[src/rtl/emg_channel_scheduler_if.sv]
// emg_channel_scheduler_if: frame input bundle and EMG sample stream of the channel scheduler
//   i_frame_tick  start-of-frame strobe
//   i_spk_cnt     packed per-channel spike counts, ch k at [k*(NN+1) +: NN+1]
//   i_ch_enable   per-channel enable mask, sampled with the tick
//   emg_out       filtered EMG sample, holds between valids
//   emg_ch        channel index of emg_out
//   emg_valid     one-cycle sample strobe
interface emg_channel_scheduler_if #(
    parameter int NN  = 8,
    parameter int NCH = 4,
    parameter int CW  = 2
);
    logic                    i_frame_tick;
    logic [NCH*(NN+1)-1:0]   i_spk_cnt;
    logic [NCH-1:0]          i_ch_enable;
    logic signed [17:0]      emg_out;
    logic [CW-1:0]           emg_ch;
    logic                    emg_valid;
    modport master (output i_frame_tick, i_spk_cnt, i_ch_enable, input emg_out, emg_ch, emg_valid);
    modport slave  (input i_frame_tick, i_spk_cnt, i_ch_enable, output emg_out, emg_ch, emg_valid);
endinterface

[src/rtl/emg_channel_scheduler.sv]
// emg_channel_scheduler: time-multiplexes one EMG band-pass filter across NCH banked channels
//   clk            system clock
//   reset_n        asynchronous active-low reset
//   bus            frame inputs and EMG sample stream (slave side)
//   i_clear_state  zero filter banks and overrun flag, honoured only when idle
//   o_busy         frame in progress
//   o_frame_done   one-cycle strobe after the last channel of a frame
//   o_overrun      sticky flag: a tick arrived while busy and was dropped
module emg_channel_scheduler #(
    parameter int NN  = 8,
    parameter int NCH = 4,
    parameter int CW  = 2
) (
    input  logic                    clk,
    input  logic                    reset_n,
    emg_channel_scheduler_if.slave  bus,
    input  logic                    i_clear_state,
    output logic                    o_busy,
    output logic                    o_frame_done,
    output logic                    o_overrun
);
    typedef enum logic [1:0] {S_IDLE, S_CALC, S_EMIT, S_DONE} state_t;
    state_t                  r_state, w_next;
    logic [NCH*(NN+1)-1:0]   r_cnt;
    logic [NCH-1:0]          r_mask;
    logic [CW-1:0]           r_ch;
    logic signed [35:0]      r_lp [NCH];
    logic signed [35:0]      r_hp [NCH];
    logic signed [17:0]      r_out;
    logic                    r_ovr;
    logic [CW-1:0]           w_first_ch, w_next_ch;
    logic                    w_first_any, w_next_any;
    logic signed [35:0]      w_stim, w_lp, w_hp;
    logic                    w_start, w_clear;

    assign w_clear = (r_state == S_IDLE) && i_clear_state;
    assign w_start = (r_state == S_IDLE) && !i_clear_state && bus.i_frame_tick;

    // Descending scan so the lowest qualifying index wins.
    always_comb begin
        w_first_ch  = '0;
        w_first_any = 1'b0;
        w_next_ch   = '0;
        w_next_any  = 1'b0;
        for (int k = NCH - 1; k >= 0; k--) begin
            if (bus.i_ch_enable[k]) begin
                w_first_ch  = CW'(k);
                w_first_any = 1'b1;
            end
            if (r_mask[k] && k > int'(r_ch)) begin
                w_next_ch  = CW'(k);
                w_next_any = 1'b1;
            end
        end
    end

    always_comb begin
        w_stim = 36'(r_cnt[r_ch*(NN+1) +: NN+1]) << 7;
        w_hp   = r_hp[r_ch] + (w_stim >>> 4) - (r_hp[r_ch] >>> 4);
        w_lp   = r_lp[r_ch] - (r_lp[r_ch] >>> 2) + (w_stim >>> 2);
    end

    always_comb begin
        w_next = r_state;
        case (r_state)
            S_IDLE:  w_next = w_start ? (w_first_any ? S_CALC : S_DONE) : S_IDLE;
            S_CALC:  w_next = S_EMIT;
            S_EMIT:  w_next = w_next_any ? S_CALC : S_DONE;
            default: w_next = S_IDLE;
        endcase
    end

    always_ff @(posedge clk or negedge reset_n) begin
        if (!reset_n) r_state <= S_IDLE;
        else          r_state <= w_next;
    end

    always_ff @(posedge clk or negedge reset_n) begin
        if (!reset_n) begin
            r_cnt  <= '0;
            r_mask <= '0;
            r_ch   <= '0;
            r_out  <= '0;
            r_ovr  <= 1'b0;
            for (int k = 0; k < NCH; k++) begin
                r_lp[k] <= '0;
                r_hp[k] <= '0;
            end
        end else begin
            if (w_start) begin
                r_cnt  <= bus.i_spk_cnt;
                r_mask <= bus.i_ch_enable;
                r_ch   <= w_first_ch;
            end
            if (r_state == S_EMIT && w_next_any) r_ch <= w_next_ch;
            if (r_state == S_CALC) begin
                r_lp[r_ch] <= w_lp;
                r_hp[r_ch] <= w_hp;
                r_out      <= w_lp[17:0] - w_hp[17:0];
            end
            if (w_clear) begin
                for (int k = 0; k < NCH; k++) begin
                    r_lp[k] <= '0;
                    r_hp[k] <= '0;
                end
            end
            r_ovr <= w_clear ? 1'b0 : (r_ovr || (r_state != S_IDLE && bus.i_frame_tick));
        end
    end

    assign bus.emg_out    = r_out;
    assign bus.emg_ch     = r_ch;
    assign bus.emg_valid  = (r_state == S_EMIT);
    assign o_busy         = (r_state != S_IDLE);
    assign o_frame_done   = (r_state == S_DONE);
    assign o_overrun      = r_ovr;
endmodule
[src/flat_wrapper.sv]
// flat-port wrapper written by rule: the top's interface ports become plain ports
module emg_channel_scheduler_flat 
#(
    parameter int NN  = 8,
    parameter int NCH = 4,
    parameter int CW  = 2
)
  (clk, reset_n, i_clear_state, o_busy, o_frame_done, o_overrun, bus_i_frame_tick, bus_i_spk_cnt, bus_i_ch_enable, bus_emg_out, bus_emg_ch, bus_emg_valid);
  emg_channel_scheduler_if #(.NN(NN), .NCH(NCH), .CW(CW)) bus_i ();
  input  logic clk;
  input  logic reset_n;
  input  logic i_clear_state;
  output logic o_busy;
  output logic o_frame_done;
  output logic o_overrun;
  input wire logic [$bits(bus_i.i_frame_tick)-1:0] bus_i_frame_tick;
  input wire logic [$bits(bus_i.i_spk_cnt)-1:0] bus_i_spk_cnt;
  input wire logic [$bits(bus_i.i_ch_enable)-1:0] bus_i_ch_enable;
  output wire logic [$bits(bus_i.emg_out)-1:0] bus_emg_out;
  output wire logic [$bits(bus_i.emg_ch)-1:0] bus_emg_ch;
  output wire logic [$bits(bus_i.emg_valid)-1:0] bus_emg_valid;
  assign bus_i.i_frame_tick = bus_i_frame_tick;
  assign bus_i.i_spk_cnt = bus_i_spk_cnt;
  assign bus_i.i_ch_enable = bus_i_ch_enable;
  assign bus_emg_out = bus_i.emg_out;
  assign bus_emg_ch = bus_i.emg_ch;
  assign bus_emg_valid = bus_i.emg_valid;
  emg_channel_scheduler #(.NN(NN), .NCH(NCH), .CW(CW)) u_core (.clk(clk), .reset_n(reset_n), .bus(bus_i), .i_clear_state(i_clear_state), .o_busy(o_busy), .o_frame_done(o_frame_done), .o_overrun(o_overrun));
endmodule
[config.mk]
export PLATFORM = sky130hd
export DESIGN_NAME = emg_channel_scheduler_flat
export DESIGN_NICKNAME = d
export VERILOG_FILES = /design/src/rtl/emg_channel_scheduler_if.sv /design/src/rtl/emg_channel_scheduler.sv /design/src/flat_wrapper.sv
export SDC_FILE = /design/constraint.sdc
export NUM_CORES = 1
export LEC_CHECK = 0
export CAP_MARGIN = 20
export CORE_MARGIN = 1.5
export CORE_UTILIZATION = 35
export DETAILED_ROUTE_END_ITERATION = 7
export PLACE_DENSITY = 0.49
export SYNTH_ARGS = -nofsm -noshare
export SYNTH_HDL_FRONTEND = slang
export SYNTH_SLANG_ARGS = --single-unit
[constraint.sdc]
create_clock -name clk -period 5.2 [get_ports clk]
set_input_delay 0.52 -clock clk [delete_from_list [all_inputs] [get_ports clk]]
set_output_delay 0.52 -clock clk [all_outputs]
set_load 0.02 [all_outputs]
== Word-level counts from Yosys, hierarchy flattened ==
Cells that the tools add are included.

* Add/subtract/negate cells: 5
* $mul: 1
* Order comparisons: 5
* Equal/unequal tests: 3
* Shift operators: 1
* Mux-type cells: 35
* Bitwise gates (word level): 1
* Reductions and logical operators: 15

{| class="wikitable"
|+ Operators with widths
! cell !! count
|-
| $mux W144 || 4
|-
| $bwmux W144 || 2
|-
| $mux W36 || 5
|-
| $bmux W36 S2 || 2
|-
| $demux W36 S2 || 1
|-
| $add A36 B13 Y36 || 1
|-
| $add A36 B15 Y36 || 1
|-
| $shiftx A36 B7 Y9 || 1
|-
| $sub A36 B32 Y36 || 1
|-
| $sub A36 B34 Y36 || 1
|-
| $mux W2 || 12
|-
| $sub A18 B18 Y18 || 1
|-
| $logic_and A1 B1 Y1 || 9
|-
| $mux W1 || 8
|-
| $mul A2 B4 Y6 const B || 1
|-
| $pmux W2 S3 || 1
|-
| $reduce_bool A2 Y1 || 3
|-
| $eq A2 B2 Y1 const B || 2
|-
| $gt A2 B2 Y1 const A || 2
|-
| $ge A3 B3 Y1 const B || 1
|-
| $lt A3 B1 Y1 const B || 1
|-
| $not A2 Y3 || 1
|-
| $eq A2 B1 Y1 const B || 1
|-
| $gt A1 B2 Y1 const A || 1
|-
| other kinds (3) || 3
|}

* Register bits after elaboration: 351
* Input port bits: 44
* Output and inout bits: 24

== Logic depth before layout (Yosys ltp) ==
* Depth in word-level cells: 9
* Mapped depth: 25
* Gate-level depth less buffers: 22

== Worst setup path before layout ==
OpenSTA, ideal clock, no wires.

* Path type: register to register
* Start point: register u_core.r_ch[0] (netlist: u_core.bus.emg_ch[0])
* End point: register u_core.r_out[15] (netlist: u_core.bus.emg_out[15])
* Library setup time: 0.133 ns
* Data arrival time: 5.732 ns
* Data required time: 5.067 ns
* Slack: -0.666 ns
* Cell stages (with the launch flop): 25
* Buffers on the path: 3
* Clock period less this slack: 5.866 ns
* Cell sequence: dfrtp_1 -> clkbuf_1 -> clkbuf_1 -> buf_1 -> mux4_2 -> inv_1 -> ha_1 -> ha_1 -> fa_1 -> a211oi_1 -> o21ai_0 -> and2_1 -> a21oi_1 -> o21bai_1 -> a21oi_1 -> xor2_1 -> inv_1 -> ha_1 -> nand3_1 -> a21oi_1 -> o31ai_1 -> a21oi_1 -> a21oi_1 -> xor2_1 -> o21ai_0

* Word-level cells in the longest chain between the ends: 7
* Elaborated cells between the ends (all ways): 14
* Those cells by class: 5 x add/sub; 1 x mul; 1 x shift; 6 x mux; 1 x bitwise

{| class="wikitable"
|+ RTL lines
! item !! line !! text
|-
| start: declaration || emg_channel_scheduler.sv:26 || <nowiki>logic [CW-1:0] r_ch;</nowiki>
|-
| start signal: assignment || emg_channel_scheduler.sv:93 || <nowiki>r_ch <= w_first_ch;</nowiki>
|-
| start signal: assignment || emg_channel_scheduler.sv:95 || <nowiki>if (r_state == S_EMIT && w_next_any) r_ch <= w_next_ch;</nowiki>
|-
| parallel branches: the longest is 6 deep, another holds $add A36 B13 Y36 || -- ||
|-
| $sub A18 B18 Y18 * || emg_channel_scheduler.sv:99 || <nowiki>r_out <= w_lp[17:0] - w_hp[17:0];</nowiki>
|-
| end signal: assignment || emg_channel_scheduler.sv:99 ||
|-
| end: declaration || emg_channel_scheduler.sv:29 || <nowiki>logic signed [17:0] r_out;</nowiki>
|}

Every way passes the cells marked *. The select of a mux whose other input is x is not followed.
A chain may end at the register's enable or synchronous reset.

== Final worst setup path ==
* Start point: register u_core.r_ch[0] (netlist: u_core.bus.emg_ch[0])
* End point: register u_core.r_out[14] (netlist: u_core.bus.emg_out[14])

Same word-level chain as after synthesis.

==> flow_summary.toml <==
[outcome]
status = "completed"

[placed_design]
io_buffer_count = 67
place.gp.congestion = 0.844
detailedPlace.worstSlack_ns = -0.0616
post-place-cells = 2954
post-dp-hpwl_um = 38000

[worst_hold_path]
hold_depth = 2
holdCritStartpoint = "u_core.r_cnt[34]$_DFFE_PN0P_"
min_path_type = "flop to flop"
min_to = "u_core.r_cnt[34]$_DFFE_PN0P_"

[clocking]
htree_levels = 2
cts_made_buffers = 42
clkLatencyLatePin_ns = 0.58
cts_tree = "yes"
cts-root-buf = "clkbuf_16"
clk_pin_slew_ns = 0.06
clk_path_buf_depth = 3
cts.sinks = 350

[global_routing]
grt_overflow_total = 0
grt_max_degree = 161
grt_pass1_vias = 16700
antenna_found_initial = 0
grtUsageTotal = 0.186
grt_pass1_wl_um = 91000

[detailed_routing]
vias_per_cell = 5.31
drt_iter0_drc = 848
dr_total_vias = 16200
wl_um = 56000
drcViolationCount = 0
first_pass_iters = 5
post_drt_wl_per_cell_um = 18.3
final_antenna_net_count = 0

[floorplan]
pin_count = 68
die_area_um2 = 61100
initial_utilization = 0.354
coreArea_um2 = 59000
die_w_um = 247
rows = 89
die_y_um = 247

[sta]
drv_slew = 0
min_period_ns = 4.99
max_slew_margin = 0.315
worstMarginPinSlew_ns = 1.02
hold_violations = 0
worst_slack_ns = 0.207
rsz0062_at_grt = "yes"
setup_viol = 0
fin_crit_sh = 0.960
setup_tns_ns = 0
skew_ns = 0.0290
fmax_mhz = 200

[synth]
synthArstFlopShare = 1.00
synth_flop_cell = "dfrtp_1"
avgSynthCellArea_um2 = 9.66
ys_types = 66
ys_warn_count = 0
ys_seq_area_frac = 0.420
syn_inst = 2161
synth_area_um2 = 20900
synth_nets = 2363
synth-edff-count = 0
ys_ff_latch = 350

[critical_path]
critPathCaptureType = "flop"
crit_fanout = 6
reg2reg_depth = 23
path_class = "flop to flop"
rr_endpoint = "u_core.bus.emg_out[14]$_DFFE_PN0P_"
start_kind = "flop"
crit_arrival_ns = 5.43
reg2reg_from = "u_core.bus.emg_ch[0]$_DFFE_PN0P_"
cp_data_required_time_ns = 5.64
reg2reg_slack_ns = 0.21

[final_layout]
drive_gt1_frac = 0.146
layout.nets = 2452
syn_to_final_growth_pct = 18.5
antenna_cells = 0
stdcell_count = 3055

[job]
maxCapViolations = 0
## Yosys cell counts (all sizes together), types with 14 or more instances
library cell | number | area [um2]
mux4 | 81 | 1820
nor2 | 54 | 203
a21oi | 87 | 443
fa | 19 | 380
o21a | 14 | 113
a21o | 44 | 330
nand2 | 191 | 717
inv | 124 | 465
o21ai | 339 | 1700
dfrtp | 350 | 8760
clkbuf | 114 | 428
xor2 | 52 | 463
ha | 139 | 1740
nor3 | 17 | 85.1
xnor2 | 22 | 193
buf | 26 | 97.6
nand3 | 319 | 1600
## area by class of cell
cell class              count  area (um2)
fillers                  5855       34300
multi-input cells        1547       11400
flip-flops and latches    350        8770
repair buffers            185        1730
clock buffers              56        1180
well taps                 773         967
inverters                 124         473
clock inverters            20         239
## worst max-delay path, cell delays in order (launching register included)
cell and delay [ns]:
dfrtp_4 0.52, buf_4 0.17, clkbuf_16 0.16, buf_4 0.13, mux4_2 0.46, inv_1 0.08, ha_1 0.25, ha_1 0.31
a21oi_2 0.22, o21bai_2 0.11, nor4_4 0.31, nor2_2 0.10, xnor2_2 0.20, inv_1 0.06, ha_1 0.34, a21oi_2 0.19
o21bai_1 0.11, a22o_1 0.25, a211oi_2 0.15, buf_4 0.16, o21ai_0 0.09, a21oi_1 0.16, xor2_1 0.22, o21ai_1 0.08
## cells in the final DEF (no fill, tap or decap), types with 8 or more instances in the layout
master and n:
buf_4 103, xnor2_1 19, nand4_1 10, ha_1 134
buf_12 10, o21ai_0 297, clkdlybuf4s50_1 66, nor2_1 53
clkbuf_8 8, nand2_1 190, o21bai_1 8, a21oi_2 11
o21ai_1 41, clkbuf_16 44, a21oi_1 76, nor2b_1 11
nand2b_1 12, nor3_1 17, and3_1 11, inv_1 118
o21a_1 13, dfrtp_1 348, nand3_1 317, mux4_2 81
or3_1 8, a21o_1 43, xor2_1 46, a31oi_1 11
fa_1 18
## per-layer routing
| layer | global-route usage | part of all wire |
|---|---|---|
| met5 | 0 | 0 |
| met4 | 0.0464 | 0.019 |
| met3 | 0.0268 | 0.036 |
| met2 | 0.317 | 0.48 |
| met1 | 0.248 | 0.46 |
## registers in the layout (all words and copies together), names as in the netlist
signal              count
u_core.r_hp           144
u_core.r_lp           144
u_core.r_cnt           36
u_core.bus.emg_out     18
u_core.r_mask           3
u_core.bus.emg_ch       2
u_core.r_state          2
u_core.o_overrun        1
## stage by stage
stage | hold WS [ns] | util | area, um2
5_1_grt | 0.461 | 0.419 | 24700
4_1_cts | 0.440 | 0.413 | 24400
2_1_floorplan | 0.224 | - | 20900
3_5_place_dp | 0.459 | 0.387 | 22900
3_3_place_gp | 0.457 | 0.387 | 22900
6_report | 0.466 | 0.419 | 24700
## worst max-delay path by stage
stage | start | end | slack [ns] | cells past startpoint
finish | u_core.bus.emg_ch[0]$_DFFE_PN0P_ | u_core.bus.emg_out[14]$_DFFE_PN0P_ | 0.21 | 23
global route | u_core.bus.emg_ch[0]$_DFFE_PN0P_ | u_core.bus.emg_out[16]$_DFFE_PN0P_ | -0.07 | 23
CTS | u_core.bus.emg_ch[0]$_DFFE_PN0P_ | u_core.bus.emg_out[14]$_DFFE_PN0P_ | -0.01 | 21
detailed placement | u_core.bus.emg_ch[0]$_DFFE_PN0P_ | u_core.bus.emg_out[17]$_DFFE_PN0P_ | -0.06 | 20
global placement | u_core.bus.emg_ch[0]$_DFFE_PN0P_ | u_core.bus.emg_out[14]$_DFFE_PN0P_ | -0.10 | 21
floorplan | u_core.bus.emg_ch[0]$_DFFE_PN0P_ | u_core.bus.emg_out[15]$_DFFE_PN0P_ | -0.001 | 24
## cells by family after synthesis
kind of cell / synth area share
buf+inv: 0.0475
simple gates: 0.152
xor+xnor: 0.0314
fa+ha+maj: 0.102
flops: 0.420
mux: 0.0898
compound gates: 0.158
## timing repair
action / 4_1_cts / 5_1_grt
pin swaps: 0 / 14
hold endpoints to repair: 64 / 0
setup endpoints to repair: 5 / 6
cloned: 0 / 2
buffers inserted: 1 / 21
resized for setup: 12 / 41
hold buffers: 1 / 0
Power is not shown: default switching activity piles up to over one toggle a cycle in this logic, so the estimate is an artifact.
